[src/rtl/spi_byte_ctrl.sv]
// spi_byte_ctrl -- byte-level transfer sequencer feeding the ILI9341 SPI shift
// register. Accepts command/data bytes over valid/ready, issues one load per
// byte, one shift strobe per bit, and a CS release load after the last byte.
// SCK is CPOL=0 and rises mid-way through the cycle in which MOSI holds a bit.
//
// Optional feature: define SPI_BYTE_CNT_EN to add o_byte_cnt[15:0], a
// wrapping count of completed bytes (+1 on every o_done).

module spi_byte_ctrl #(
  parameter int DW      = 8,
  parameter int CLK_DIV = 4,
  parameter int CS_GAP  = 2
) (
  input  logic          clk,
  input  logic          rst,
  input  logic          i_valid,
  output logic          o_ready,
  input  logic [DW-1:0] i_data,
  input  logic          i_dc,
  input  logic          i_last,
  output logic          o_load,
  output logic          o_shift_en,
  output logic [DW-1:0] o_data,
  output logic          o_dc,
  output logic          o_cs,
  output logic          o_sck,
  output logic          o_busy,
  output logic          o_done
`ifdef SPI_BYTE_CNT_EN
  ,
  output logic [15:0]   o_byte_cnt
`endif
);

  localparam int            BW       = (DW > 1) ? $clog2(DW) : 1;
  localparam logic [BW-1:0] BIT_LAST = BW'(DW - 1);
  localparam logic [7:0]    DIV_LAST = 8'(CLK_DIV - 1);
  localparam logic [7:0]    GAP_LAST = 8'(CS_GAP - 1);

  // Out-of-range parameters stop elaboration rather than building a broken divider.
  if (CLK_DIV < 2 || CLK_DIV > 255) begin : g_bad_clk_div
    $error("spi_byte_ctrl: CLK_DIV must be in 2..255");
  end
  if (CS_GAP < 1 || CS_GAP > 255) begin : g_bad_cs_gap
    $error("spi_byte_ctrl: CS_GAP must be in 1..255");
  end

  typedef enum logic [2:0] {
    S_IDLE,
    S_LOAD,
    S_SHIFT,
    S_REL,
    S_GAP
  } state_e;

  state_e        state_q, state_d;
  logic [BW-1:0] bit_cnt_q, bit_cnt_d;
  logic [7:0]    div_cnt_q, div_cnt_d;
  logic [7:0]    gap_cnt_q, gap_cnt_d;
  logic [DW-1:0] hold_data_q, hold_data_d;
  logic          hold_dc_q, hold_dc_d;
  logic          hold_last_q, hold_last_d;
  // Values driven at the most recent load; the shifter-facing outputs hold these.
  logic [DW-1:0] data_q;
  logic          dc_q;
  logic          cs_q;
  logic          sck_q;

  assign o_busy = (state_q != S_IDLE);

  // Next-state, counter and output decode for the transfer sequencer.
  always_comb begin
    // NOTE: every signal written here gets a default first so no path leaves
    // one unassigned -- a missing default would infer a latch.
    state_d     = state_q;
    bit_cnt_d   = bit_cnt_q;
    div_cnt_d   = div_cnt_q;
    gap_cnt_d   = gap_cnt_q;
    hold_data_d = hold_data_q;
    hold_dc_d   = hold_dc_q;
    hold_last_d = hold_last_q;
    o_ready     = 1'b0;
    o_load      = 1'b0;
    o_shift_en  = 1'b0;
    o_done      = 1'b0;
    o_data      = data_q;
    o_dc        = dc_q;
    o_cs        = cs_q;

    unique case (state_q)
      S_IDLE: begin
        o_ready = 1'b1;
        if (i_valid) begin
          hold_data_d = i_data;
          hold_dc_d   = i_dc;
          hold_last_d = i_last;
          state_d     = S_LOAD;
        end
      end

      S_LOAD: begin
        o_load    = 1'b1;
        o_data    = hold_data_q;
        o_dc      = hold_dc_q;
        o_cs      = 1'b0;
        bit_cnt_d = '0;
        div_cnt_d = '0;
        state_d   = S_SHIFT;
      end

      S_SHIFT: begin
        o_shift_en = (div_cnt_q == 8'd0);
        if (div_cnt_q == DIV_LAST) begin
          div_cnt_d = '0;
          if (bit_cnt_q == BIT_LAST) begin
            o_done    = 1'b1;
            bit_cnt_d = '0;
            state_d   = hold_last_q ? S_REL : S_IDLE;
          end else begin
            bit_cnt_d = bit_cnt_q + 1'b1;
          end
        end else begin
          div_cnt_d = div_cnt_q + 8'd1;
        end
      end

      // Release load: idle-high MOSI pattern and CS deasserted.
      S_REL: begin
        o_load    = 1'b1;
        o_data    = '1;
        o_dc      = 1'b1;
        o_cs      = 1'b1;
        gap_cnt_d = '0;
        state_d   = S_GAP;
      end

      S_GAP: begin
        if (gap_cnt_q == GAP_LAST) begin
          gap_cnt_d = '0;
          state_d   = S_IDLE;
        end else begin
          gap_cnt_d = gap_cnt_q + 8'd1;
        end
      end

      default: state_d = S_IDLE;
    endcase
  end

  // State, counters, hold registers and last-driven shifter inputs.
  always_ff @(posedge clk or negedge rst) begin
    // NOTE: sequential state uses non-blocking assignments so every flop
    // samples pre-edge values, independent of statement order.
    if (!rst) begin
      state_q     <= S_IDLE;
      bit_cnt_q   <= '0;
      div_cnt_q   <= '0;
      gap_cnt_q   <= '0;
      hold_data_q <= '0;
      hold_dc_q   <= 1'b0;
      hold_last_q <= 1'b0;
      data_q      <= '1;
      dc_q        <= 1'b1;
      cs_q        <= 1'b1;
      sck_q       <= 1'b0;
    end else begin
      state_q     <= state_d;
      bit_cnt_q   <= bit_cnt_d;
      div_cnt_q   <= div_cnt_d;
      gap_cnt_q   <= gap_cnt_d;
      hold_data_q <= hold_data_d;
      hold_dc_q   <= hold_dc_d;
      hold_last_q <= hold_last_d;
      data_q      <= o_data;
      dc_q        <= o_dc;
      cs_q        <= o_cs;
      sck_q       <= o_shift_en;
    end
  end

  // Half-cycle retime of the delayed strobe: SCK rises mid-cycle, centred on
  // the cycle in which the shifter's MOSI carries the bit.
  always_ff @(negedge clk or negedge rst) begin
    if (!rst) begin
      o_sck <= 1'b0;
    end else begin
      o_sck <= sck_q;
    end
  end

`ifdef SPI_BYTE_CNT_EN
  // Completed-byte counter, wraps naturally at 16 bits.
  always_ff @(posedge clk or negedge rst) begin
    if (!rst) begin
      o_byte_cnt <= '0;
    end else if (o_done) begin
      o_byte_cnt <= o_byte_cnt + 16'd1;
    end
  end
`endif

endmodule

[config.mk]
export PLATFORM = sky130hd
export DESIGN_NAME = spi_byte_ctrl
export DESIGN_NICKNAME = d
export VERILOG_FILES = /design/src/rtl/spi_byte_ctrl.sv
export SDC_FILE = /design/constraint.sdc
export NUM_CORES = 1
export LEC_CHECK = 0
export ABC_CLOCK_PERIOD_IN_PS = 5070
export CORE_ASPECT_RATIO = 0.7
export CORE_MARGIN = 1
export CORE_UTILIZATION = 40
export CTS_BUF_LIST = sky130_fd_sc_hd__clkbuf_8
export DETAILED_ROUTE_END_ITERATION = 7
export PLACE_DENSITY_LB_ADDON = 0.08
export SKIP_CTS_REPAIR_TIMING = 1
export SYNTH_ARGS = -nofsm -noshare
export SYNTH_HDL_FRONTEND = slang
export SYNTH_SLANG_ARGS = --single-unit
[constraint.sdc]
create_clock -name clk -period 5.07 [get_ports clk]
set_input_delay 1.014 -clock clk [delete_from_list [all_inputs] [get_ports clk]]
set_output_delay 1.014 -clock clk [all_outputs]
set_load 0.05 [all_outputs]
==> flow_summary.toml <==
[logic_synthesis]
synth.avg_cell_area_um2 = 10.0
netlist_instances = 211
synth_ff_type = "dfrtp_1"
synth_seq_area_share = 0.527
yosys.cell_types.count = 41
ys_warn_count = 0
synth_edf_count = 0
synthesis.nets = 231
synthArstFlopShare = 1.00
synth_area_um2 = 2110
ys_ff_latch = 44

[routing]
dr.pass1.iters = 4
vias = 1580
drt_iter0_markers = 59
wl_per_cell_um = 13.1
totalWireLength_mm = 4.05
post-route-drc-count = 0
drt.antenna.violating_nets = 0
via_per_inst = 5.10

[worst_setup_path]
crit_buf_inv = 1
path_max_fanout = 1
critical_path_class = "register to output pin"
cp_cell_sequence = "dlymetal6s2s_1"
cpMaxStageDelayCell = "dlymetal6s2s_1"
max_stage_delay_ns = 0.41
arrival_ns = 3.61
cp.required_ns = 4.06
cp-end-kind = "output pin"
crit_family = "buffers and inverters"
start_kind = "register"

[timing]
setup_viol = 0
hold_viol = 0
rsz0062_at_grt = "false"
relSlewSlack = 0.509
whs_ns = 0.487
skew_ns = 0.0101
tns_ns = 0
worst_pin_slew_ns = 0.737
slew_violations = 0

[die]
die_area_um2 = 5590
coreArea_um2 = 4940
die_h_um = 62.8
std_cell_rows = 21
initial_core_util = 0.428
die_width_um = 88.9
io_pins = 29

[final_layout]
multi_input_area_um2 = 943
layout.nets = 260
synthToLayoutAreaGrowth_pct = 21.7
seq_area_um2 = 1110
drive_above_1_share = 0.137
final_core_util = 0.521
diodes = 0
num-fill-cells = 489

[placed_design]
dp_hpwl_mm = 2.80
portBuffers = 28
gp_congestion = 0.742

[power]
pwr-share-clk = 0.156
peakVddDrop_mv = 0.246
p_sw_uw = 780
power.density_nw_per_um2 = 672
total_power_mw = 1.73
swShare = 0.451
p_seq_frac = 0.360
combPwrFrac = 0.484
leakagePower_nw = 1.13
p_int_uw = 949

[clocking]
clock_sinks = 44
cts_root_buf = "clkbuf_8"
numCtsBuffers = 5
cts_buffer_depth = 2
cts_tree = "built"
clock_latency_ns = 0.30
cts_htree_levels = 2
clk_pin_slew_ns = 0.09

[global_routing]
antenna_found_initial = 0
grt_max_degree = 44
grt_pass1_vias = 1504
grt_usage = 0.166
grt_pass1_wl_mm = 7.19
grt_overflow_total = 0

[worst_hold_path]
min_path_type = "register to register"

[status]
outcome = "finished, final reports clean"

[flow_run]
cap_violations = 0
[stage by stage]
| step | cell area [µm²] | worst slack, ns | std cells |
|---|---|---|---|
| after global placement | 2460 | 0.366 | 302 |
| final | 2570 | 0.443 | 310 |
| after global routing | 2570 | 0.383 | 310 |
| after CTS | 2570 | 0.0425 | 310 |
| after floorplan | 2110 | 0.870 | 211 |
| after detailed placement | 2460 | 0.368 | 302 |
[sequential cells by signal, indices dropped and copies added (netlist names), 3 cells and up]
register and count:
bit_cnt_q 3, data_q 8, div_cnt_q 8, gap_cnt_q 8, hold_data_q 8, state_q 3
[cell usage in the layout, fill, tap and decap left out, types with 2 or more instances in the layout]
cell             synthesis  final
mux2_2                   9      9
or4_1                    2      2
a31oi_1                  4      4
nor3_1                   2      2
xnor2_1                  5      5
clkdlybuf4s50_1          0     26
a21oi_1                  8      8
dfstp_2                 10     10
dfrtp_1                 33     33
inv_1                    7      7
and2_1                   2      2
nor4_1                   2      2
ha_1                     7      7
buf_4                    0      2
o211ai_1                 3      3
or3_1                    2      2
o21ai_0                 18     18
nand2b_1                 5      5
nand2_1                 24     24
clkbuf_8                 0      5
nor3b_1                  4      4
nand3_1                 11     11
nor4b_1                  2      2
and3_1                   4      4
nor2_1                  21     21
or3b_1                   2      2
nand4_1                  2      2
[routing by layer]
metal / track usage / up-vias / wire [µm]
met5: 0 / - / 0
met1: 0.254 / 741 / 2160
met3: 0.0410 / 5 / 163
li1: - / 803 / -
met2: 0.227 / 31 / 1680
met4: 0.0544 / 0 / 40
[final timing paths]
kind / slack, ns / endpoint / from / depth (start not counted)
hold / removal: 0.49 / cs_q / cs_q / 2
hold reg to reg: 0.49 / cs_q / cs_q / 2
setup / recovery: 0.44 / o_sck / o_sck / 1
max in group asynchronous: 2.02 / o_sck / rst / 1
min in group asynchronous: 0.81 / div_cnt_q[6] / rst / 2
setup reg to reg: 2.03 / o_sck / sck_q / 0
[layout make-up]
| cell class | count | area share |
|---|---|---|
| Timing Repair Buffer | 30 | 0.114 |
| Sequential cell | 44 | 0.433 |
| Inverter | 7 | 0.0102 |
| Tap cell | 69 | 0.0335 |
| Clock buffer | 5 | 0.0267 |
| Multi-Input combinational cell | 152 | 0.367 |
| Clock inverter | 3 | 0.0165 |
[logic make-up (layout without fill, tap and decap cells)]
kind of cell,count (synthesis),after routing,share of synthesized area
adder cells (fa/ha/maj),7,7,0.0414
AND/OR/NAND/NOR,90,90,0.220
flip-flops,44,44,0.527
multiplexers,10,10,0.0527
XOR/XNOR,6,6,0.0249
AO/OA/AOI/OAI,39,39,0.108
buffers and inverters,15,45,0.0272
[synthesized netlist by cell type (all sizes together) (3+ instances only)]
cell | n | share of area
mux2 | 9 | 0.048
dfrtp | 33 | 0.39
inv | 7 | 0.012
nor3b | 4 | 0.014
ha | 7 | 0.041
a21oi | 8 | 0.019
nand2 | 24 | 0.043
nand3 | 11 | 0.026
a31oi | 4 | 0.012
clkbuf | 6 | 0.011
nand2b | 5 | 0.015
o211ai | 3 | 0.011
nor4 | 3 | 0.012
o21ai | 18 | 0.043
dfstp | 10 | 0.12
and3 | 4 | 0.012
nor2 | 21 | 0.037
xnor2 | 5 | 0.021
[power by group through the flow]
stage          sequential, mW  clock [mW]  combinational [mW]
2_1_floorplan           0.582           0               0.639
3_3_place_gp            0.628           0               0.843
3_5_place_dp            0.630           0               0.846
4_1_cts                 0.623       0.279               0.847
5_1_grt                 0.649       0.294               0.917
6_report                0.622       0.270               0.837
No activity file was read; power rests on OpenSTA's default activity.
